`config.mk`:
```
export PLATFORM = sky130hd
export DESIGN_NAME = imem_loader_flat
export DESIGN_NICKNAME = d
export VERILOG_FILES = /design/src/rtl/imem_loader_pkg.sv /design/src/rtl/imem_loader_if.sv /design/src/rtl/imem_loader.sv /design/src/flat_wrapper.sv
export SDC_FILE = /design/constraint.sdc
export NUM_CORES = 1
export LEC_CHECK = 0
export CAP_MARGIN = 20
export CELL_PAD_IN_SITES_DETAIL_PLACEMENT = 0
export CELL_PAD_IN_SITES_GLOBAL_PLACEMENT = 1
export CORE_UTILIZATION = 41
export DETAILED_ROUTE_END_ITERATION = 7
export PLACE_DENSITY_LB_ADDON = 0.1
export SYNTH_ARGS = -nofsm -noshare
export SYNTH_HDL_FRONTEND = slang
export SYNTH_SLANG_ARGS = --single-unit
export TNS_END_PERCENT = 50
```
`constraint.sdc`:
```
create_clock -name clk -period 2.8 [get_ports clk]
set_input_delay 0.56 -clock clk [delete_from_list [all_inputs] [get_ports clk]]
set_output_delay 0.56 -clock clk [all_outputs]
set_load 0.02 [all_outputs]
```
`src/rtl/imem_loader_pkg.sv`:
```
// imem_loader shared types: FSM state encoding, frame magic, error codes.
// Imported by the interface, the loader and its bench.
package imem_loader_pkg;

   typedef enum logic [2:0] {
      IDLE,
      LEN0,
      LEN1,
      DATA,
      CSUM,
      DONE,
      ERR
   } loader_state_t;

   localparam logic [7:0] LOADER_MAGIC = 8'hA5;

   localparam logic [1:0] ERR_NONE = 2'd0;
   localparam logic [1:0] ERR_LEN  = 2'd1;
   localparam logic [1:0] ERR_CSUM = 2'd2;

endpackage

```
`src/rtl/imem_loader_if.sv`:
```
// imem_loader bus bundle: byte stream in (rx_*) and imem write port (mem_*).
// master = loader side, slave = stream source / memory side.
interface imem_loader_if #(
   parameter int ADDR_W = 12
);

   logic              rx_valid;
   logic [7:0]        rx_data;
   logic              rx_ready;
   logic              mem_we;
   logic [ADDR_W-1:0] mem_addr;
   logic [31:0]       mem_wdata;

   modport master (
      input  rx_valid,
      input  rx_data,
      output rx_ready,
      output mem_we,
      output mem_addr,
      output mem_wdata
   );

   modport slave (
      output rx_valid,
      output rx_data,
      input  rx_ready,
      input  mem_we,
      input  mem_addr,
      input  mem_wdata
   );

endinterface

```
`src/rtl/imem_loader.sv`:
```
// Boot loader: frames A5/LEN/payload/CSUM, packs bytes LE into words, writes imem.
// Ports: clk, rst_n (sync, low), start, bus (rx stream + mem port), cpu_rst_n, busy, done, err, err_code.
module imem_loader
   import imem_loader_pkg::*;
#(
   parameter int MEM_BYTES = 4096,
   parameter int ADDR_W    = 12
) (
   input  logic          clk,
   input  logic          rst_n,
   input  logic          start,
   imem_loader_if.master bus,
   output logic          cpu_rst_n,
   output logic          busy,
   output logic          done,
   output logic          err,
   output logic [1:0]    err_code
);

   // One extra bit so LEN == MEM_BYTES fits.
   localparam int CW = ADDR_W + 1;

   loader_state_t state_q, state_d;
   logic [1:0]    err_code_d;
   logic [7:0]    len_lo_q;
   logic [CW-1:0] len_q;
   logic [CW-1:0] cnt_q;
   logic [CW-1:0] cnt_inc;
   logic [7:0]    csum_q;
   logic [23:0]   shift_q;
   logic [15:0]   len_chk;
   logic          len_bad;
   logic          acc;

   assign bus.rx_ready = (state_q != DONE) && (state_q != ERR);
   assign acc          = bus.rx_valid && bus.rx_ready;

   // Length check uses the high byte arriving this cycle.
   assign len_chk = {bus.rx_data, len_lo_q};
   assign len_bad = (len_chk == 16'd0)
                 || (len_chk[1:0] != 2'b00)
                 || (int'(len_chk) > MEM_BYTES);

   assign cnt_inc = cnt_q + CW'(1);

   always_comb begin
      state_d    = state_q;
      err_code_d = err_code;
      if (start) begin
         state_d    = IDLE;
         err_code_d = ERR_NONE;
      end else if (acc) begin
         unique case (state_q)
            IDLE: begin
               if (bus.rx_data == LOADER_MAGIC)
                  state_d = LEN0;
            end
            LEN0: state_d = LEN1;
            LEN1: begin
               if (len_bad) begin
                  state_d    = ERR;
                  err_code_d = ERR_LEN;
               end else begin
                  state_d = DATA;
               end
            end
            DATA: begin
               if (cnt_inc == len_q)
                  state_d = CSUM;
            end
            CSUM: begin
               if (bus.rx_data == csum_q) begin
                  state_d = DONE;
               end else begin
                  state_d    = ERR;
                  err_code_d = ERR_CSUM;
               end
            end
            default: ;
         endcase
      end
   end

   always_ff @(posedge clk) begin
      if (!rst_n) begin
         state_q       <= IDLE;
         err_code      <= ERR_NONE;
         done          <= 1'b0;
         err           <= 1'b0;
         cpu_rst_n     <= 1'b0;
         busy          <= 1'b0;
         len_lo_q      <= '0;
         len_q         <= '0;
         cnt_q         <= '0;
         csum_q        <= '0;
         shift_q       <= '0;
         bus.mem_we    <= 1'b0;
         bus.mem_addr  <= '0;
         bus.mem_wdata <= '0;
      end else begin
         state_q    <= state_d;
         err_code   <= err_code_d;
         done       <= (state_d == DONE);
         err        <= (state_d == ERR);
         cpu_rst_n  <= (state_d == DONE);
         busy       <= (state_d == LEN0) || (state_d == LEN1)
                    || (state_d == DATA) || (state_d == CSUM);
         bus.mem_we <= 1'b0;
         if (start) begin
            shift_q <= '0;
         end else if (acc) begin
            if (state_q == LEN0)
               len_lo_q <= bus.rx_data;
            if (state_q == LEN1) begin
               len_q  <= len_chk[CW-1:0];
               cnt_q  <= '0;
               csum_q <= '0;
            end
            if (state_q == DATA) begin
               cnt_q   <= cnt_inc;
               csum_q  <= csum_q + bus.rx_data;
               // Newest byte enters the top; after b2 this holds {b2,b1,b0}.
               shift_q <= {bus.rx_data, shift_q[23:8]};
               if (cnt_q[1:0] == 2'b11) begin
                  bus.mem_we    <= 1'b1;
                  bus.mem_addr  <= {cnt_q[ADDR_W-1:2], 2'b00};
                  bus.mem_wdata <= {bus.rx_data, shift_q};
               end
            end
         end
      end
   end

endmodule

```
`src/flat_wrapper.sv`:
```
// flat-port wrapper written by rule: the top's interface ports become plain ports
module imem_loader_flat import imem_loader_pkg::*;
#(
   parameter int MEM_BYTES = 4096,
   parameter int ADDR_W    = 12
)
  (clk, rst_n, start, cpu_rst_n, busy, done, err, err_code, bus_rx_valid, bus_rx_data, bus_rx_ready, bus_mem_we, bus_mem_addr, bus_mem_wdata);
  imem_loader_if #(.ADDR_W(ADDR_W)) bus_i ();
  input  logic clk;
  input  logic rst_n;
  input  logic start;
  output logic cpu_rst_n;
  output logic busy;
  output logic done;
  output logic err;
  output logic [1:0] err_code;
  input wire logic [$bits(bus_i.rx_valid)-1:0] bus_rx_valid;
  input wire logic [$bits(bus_i.rx_data)-1:0] bus_rx_data;
  output wire logic [$bits(bus_i.rx_ready)-1:0] bus_rx_ready;
  output wire logic [$bits(bus_i.mem_we)-1:0] bus_mem_we;
  output wire logic [$bits(bus_i.mem_addr)-1:0] bus_mem_addr;
  output wire logic [$bits(bus_i.mem_wdata)-1:0] bus_mem_wdata;
  assign bus_i.rx_valid = bus_rx_valid;
  assign bus_i.rx_data = bus_rx_data;
  assign bus_rx_ready = bus_i.rx_ready;
  assign bus_mem_we = bus_i.mem_we;
  assign bus_mem_addr = bus_i.mem_addr;
  assign bus_mem_wdata = bus_i.mem_wdata;
  imem_loader #(.MEM_BYTES(MEM_BYTES), .ADDR_W(ADDR_W)) u_core (.clk(clk), .rst_n(rst_n), .start(start), .bus(bus_i), .cpu_rst_n(cpu_rst_n), .busy(busy), .done(done), .err(err), .err_code(err_code));
endmodule
```
==> qor.yml <==
sta:
  drv_slew: 0
  worstMarginPinSlew_ns: 0.608
  min_period_ns: 2.63
  post-route-period-util_pct: 94.1
  grt_setup_unrepaired: "no"
  setup_viol: 0
  setup_ws_ns: 0.166
  slew-limit-headroom_pct: 59.4
  fmax_mhz: 380
  hold_violations: 0
  fin_skew_ns: 0.00717
  setup_tns_ns: 0
placement:
  portBuffers: 61
  post-place-cells: 884
  gp_congestion: 0.885
  pre_cts_ws_ns: -0.231
  place_hpwl_mm: 10.1
  place_area_sq_um: 6180
die:
  initial_core_util_pct: 42.5
  die_x_microns: 114
  coreArea_sq_um: 12100
  die_h_microns: 114
  dieArea_sq_um: 13000
  ioPinCount: 64
  row_count: 40
final_layout:
  nFillCells: 1216
  area_growth_pct: 32.1
  fin_cells: 916
  multi_input_area_sq_um: 2610
  fin_area_sq_um: 6800
  final-seq-area_sq_um: 2340
  fin_nets: 756
  layout-drive-gt1-share_pct: 12.7
  diodes: 0
power_and_ir_drop:
  leakagePower_nw: 2.45
  powerDensity_nw_per_um2: 593
  p_clk_share_pct: 55.2
  p_switching_w: 0.000885
  p_sw_share_pct: 22.0
  pwr-share-comb_pct: 3.4
  internal-power_w: 0.00315
  fin_total_pwr_w: 0.00403
  peakVddDrop_mv: 0.333
  pwr-share-seq_pct: 41.5
yosys:
  ys.flop_type: "dfxtp_1"
  ys_ff_latch: 117
  synth-seq-area-share_pct: 45.5
  ys.warnings.count: 0
  synth_edf_count: 0
  synth.avg_cell_area_sq_um: 7.94
  synthDistinctLibCells: 54
  async_reset_ff_share_pct: 0
  syn-cell-area_sq_um: 5150
  syn-instance-count: 648
clock_network:
  clockBufferDepth: 2
  cts.sink_count: 117
  cts_resized: 0
  cts.clk_slew.worst_paths_ns: 0.05
  cts_buffers: 17
  cts_root_buffer: "clkbuf_16"
  cts_max_level: 4
  cts_tree: "yes"
  cts_post_setup_buffers_inserted: 0
  ctsHoldBuffers: 0
  worstSkewPairLatency_ns: 0.41
status:
  status: "completed"
grt:
  grt-ovfl-total: 0
  track_usage_pct: 22.7
  grt_max_degree: 56
  grt_pass1_vias: 4525
  grt_pass1_wl_mm: 22.5
  antenna_found_initial: 0
drt:
  via_per_inst: 5.13
  antenna_left: 0
  wl_per_cell_microns: 15.2
  drc: 0
  num_vias: 4695
  drt_first_iter_violations: 215
  finalWirelength_mm: 13.9
  drt-pass1-iter-count: 4
setup_path:
  start_kind: "register"
  cp.required_ns: 2.24
  cp_max_fo: 15
  arrival_ns: 2.07
  critPathKind: "register to primary output"
  endpoint_kind: "primary output"
job:
  drv_cap: 0
worst_hold_path:
  hold_path.class: "register to register"
cells in the final DEF (no fill, tap or decap), drive strengths merged, types with 3 or more instances in the layout:
cell / instances
dfxtp: 117
nor3: 8
and2: 5
nand3: 12
o211a: 3
a21oi: 107
nor3b: 5
xor2: 9
inv: 10
and3: 6
buf: 51
nor2: 33
clkdlybuf4s50: 61
a211oi: 3
a21o: 4
o2111ai: 3
a22oi: 5
nand2: 180
nand4: 6
nand2b: 5
nor4: 7
o211ai: 3
mux2i: 10
xnor2: 20
nor2b: 6
clkbuf: 21
ha: 8
or3: 4
o21ai: 11
Yosys cell counts, drive strengths merged, types with 2 or more instances:
cell | instances | area (sq um)
o21ai | 11 | 55.1
a22oi | 5 | 37.5
nand2b | 5 | 31.3
inv | 4 | 15.0
nor3b | 5 | 42.5
o2111ai | 3 | 26.3
and3 | 6 | 37.5
a21oi | 107 | 539
nor3 | 8 | 40.0
or3 | 4 | 26.3
nand2 | 180 | 676
nor2b | 6 | 37.5
nor2 | 33 | 131
nand4 | 6 | 43.8
ha | 8 | 100
nand3b | 2 | 15.0
dfxtp | 117 | 2340
nor4 | 7 | 43.8
clkbuf | 34 | 128
nand3 | 12 | 65.1
or4 | 2 | 22.5
xor2 | 9 | 78.8
and2 | 5 | 31.3
xnor2 | 20 | 175
buf | 11 | 62.6
o211ai | 3 | 22.5
a21o | 4 | 30.0
a211oi | 3 | 27.5
mux2i | 10 | 100
o211a | 3 | 30.0
power groups by stage:
| stage | clock (W) | combinational [W] | sequential (W) |
|---|---|---|---|
| global route | 0.00234 | 0.000145 | 0.00167 |
| CTS | 0.00226 | 0.000136 | 0.00167 |
| detailed placement | 0 | 0.000136 | 0.00171 |
| floorplan | 0 | 0.0000656 | 0.00171 |
| finish | 0.00222 | 0.000135 | 0.00167 |
| global placement | 0 | 0.000133 | 0.00171 |
cell type report:
class	instances	share of cell area, %
sequential	117	34.4
multi-input combinational	482	38.3
clock inverter	11	2.01
clock buffer	21	7.07
inverter	5	0.276
tap	168	3.09
timing repair buffer	112	14.8
cell families after synthesis:
group,count (synthesis),share of synthesized area (%)
flip-flops,117,45.5
AND/OR/NAND/NOR,285,24.8
adder cells (fa/ha/maj),9,2.33
AO/OA/AOI/OAI,147,16.3
multiplexers,10,1.94
other,1,0.0729
buffers and inverters,50,4.06
XOR/XNOR,29,4.93
flip-flops by register name, summed over array words and instances, names as in the netlist, 3 cells and up:
signal / count
u_core.bus.mem_addr: 10
u_core.bus.mem_wdata: 32
u_core.cnt_q: 13
u_core.csum_q: 8
u_core.len_lo_q: 8
u_core.len_q: 13
u_core.shift_q: 24
u_core.state_q: 3
critical path: stages, from the launching register on:
cell and delay [ns]:
dfxtp_1 0.62, nor2b_1 0.11, o21ai_0 0.26, clkdlybuf4s50_1 0.67
routing by layer:
layer | GRT usage [%] | share of wire, % | vias up
met2 | 35.3 | 46 | 106
met1 | 29.8 | 47 | 2186
li1 | - | - | 2378
met4 | 9.52 | 2.5 | 0
met3 | 5.95 | 4.0 | 25
met5 | 0 | 0 | -
through the flow:
step	utilization (%)	hold slack [ns]
after floorplan	-	0.432
after global placement	51.1	0.441
after detailed placement	51.1	0.444
after CTS	56.1	0.452
after global routing	56.1	0.470
final	56.1	0.452
worst paths after layout:
| kind | slack, ns | depth (start not counted) | end | from |
|---|---|---|---|---|
| setup / recovery | 0.17 | 3 | bus_rx_ready | u_core.state_q[1] |
| hold / removal | 0.45 | 2 | u_core.bus.mem_wdata[1] | u_core.bus.mem_wdata[1] |
| setup reg to reg | 0.24 | 9 | u_core.busy | u_core.cnt_q[1] |
| hold reg to reg | 0.45 | 2 | u_core.bus.mem_wdata[1] | u_core.bus.mem_wdata[1] |
No activity file was read; power rests on OpenSTA's default activity.
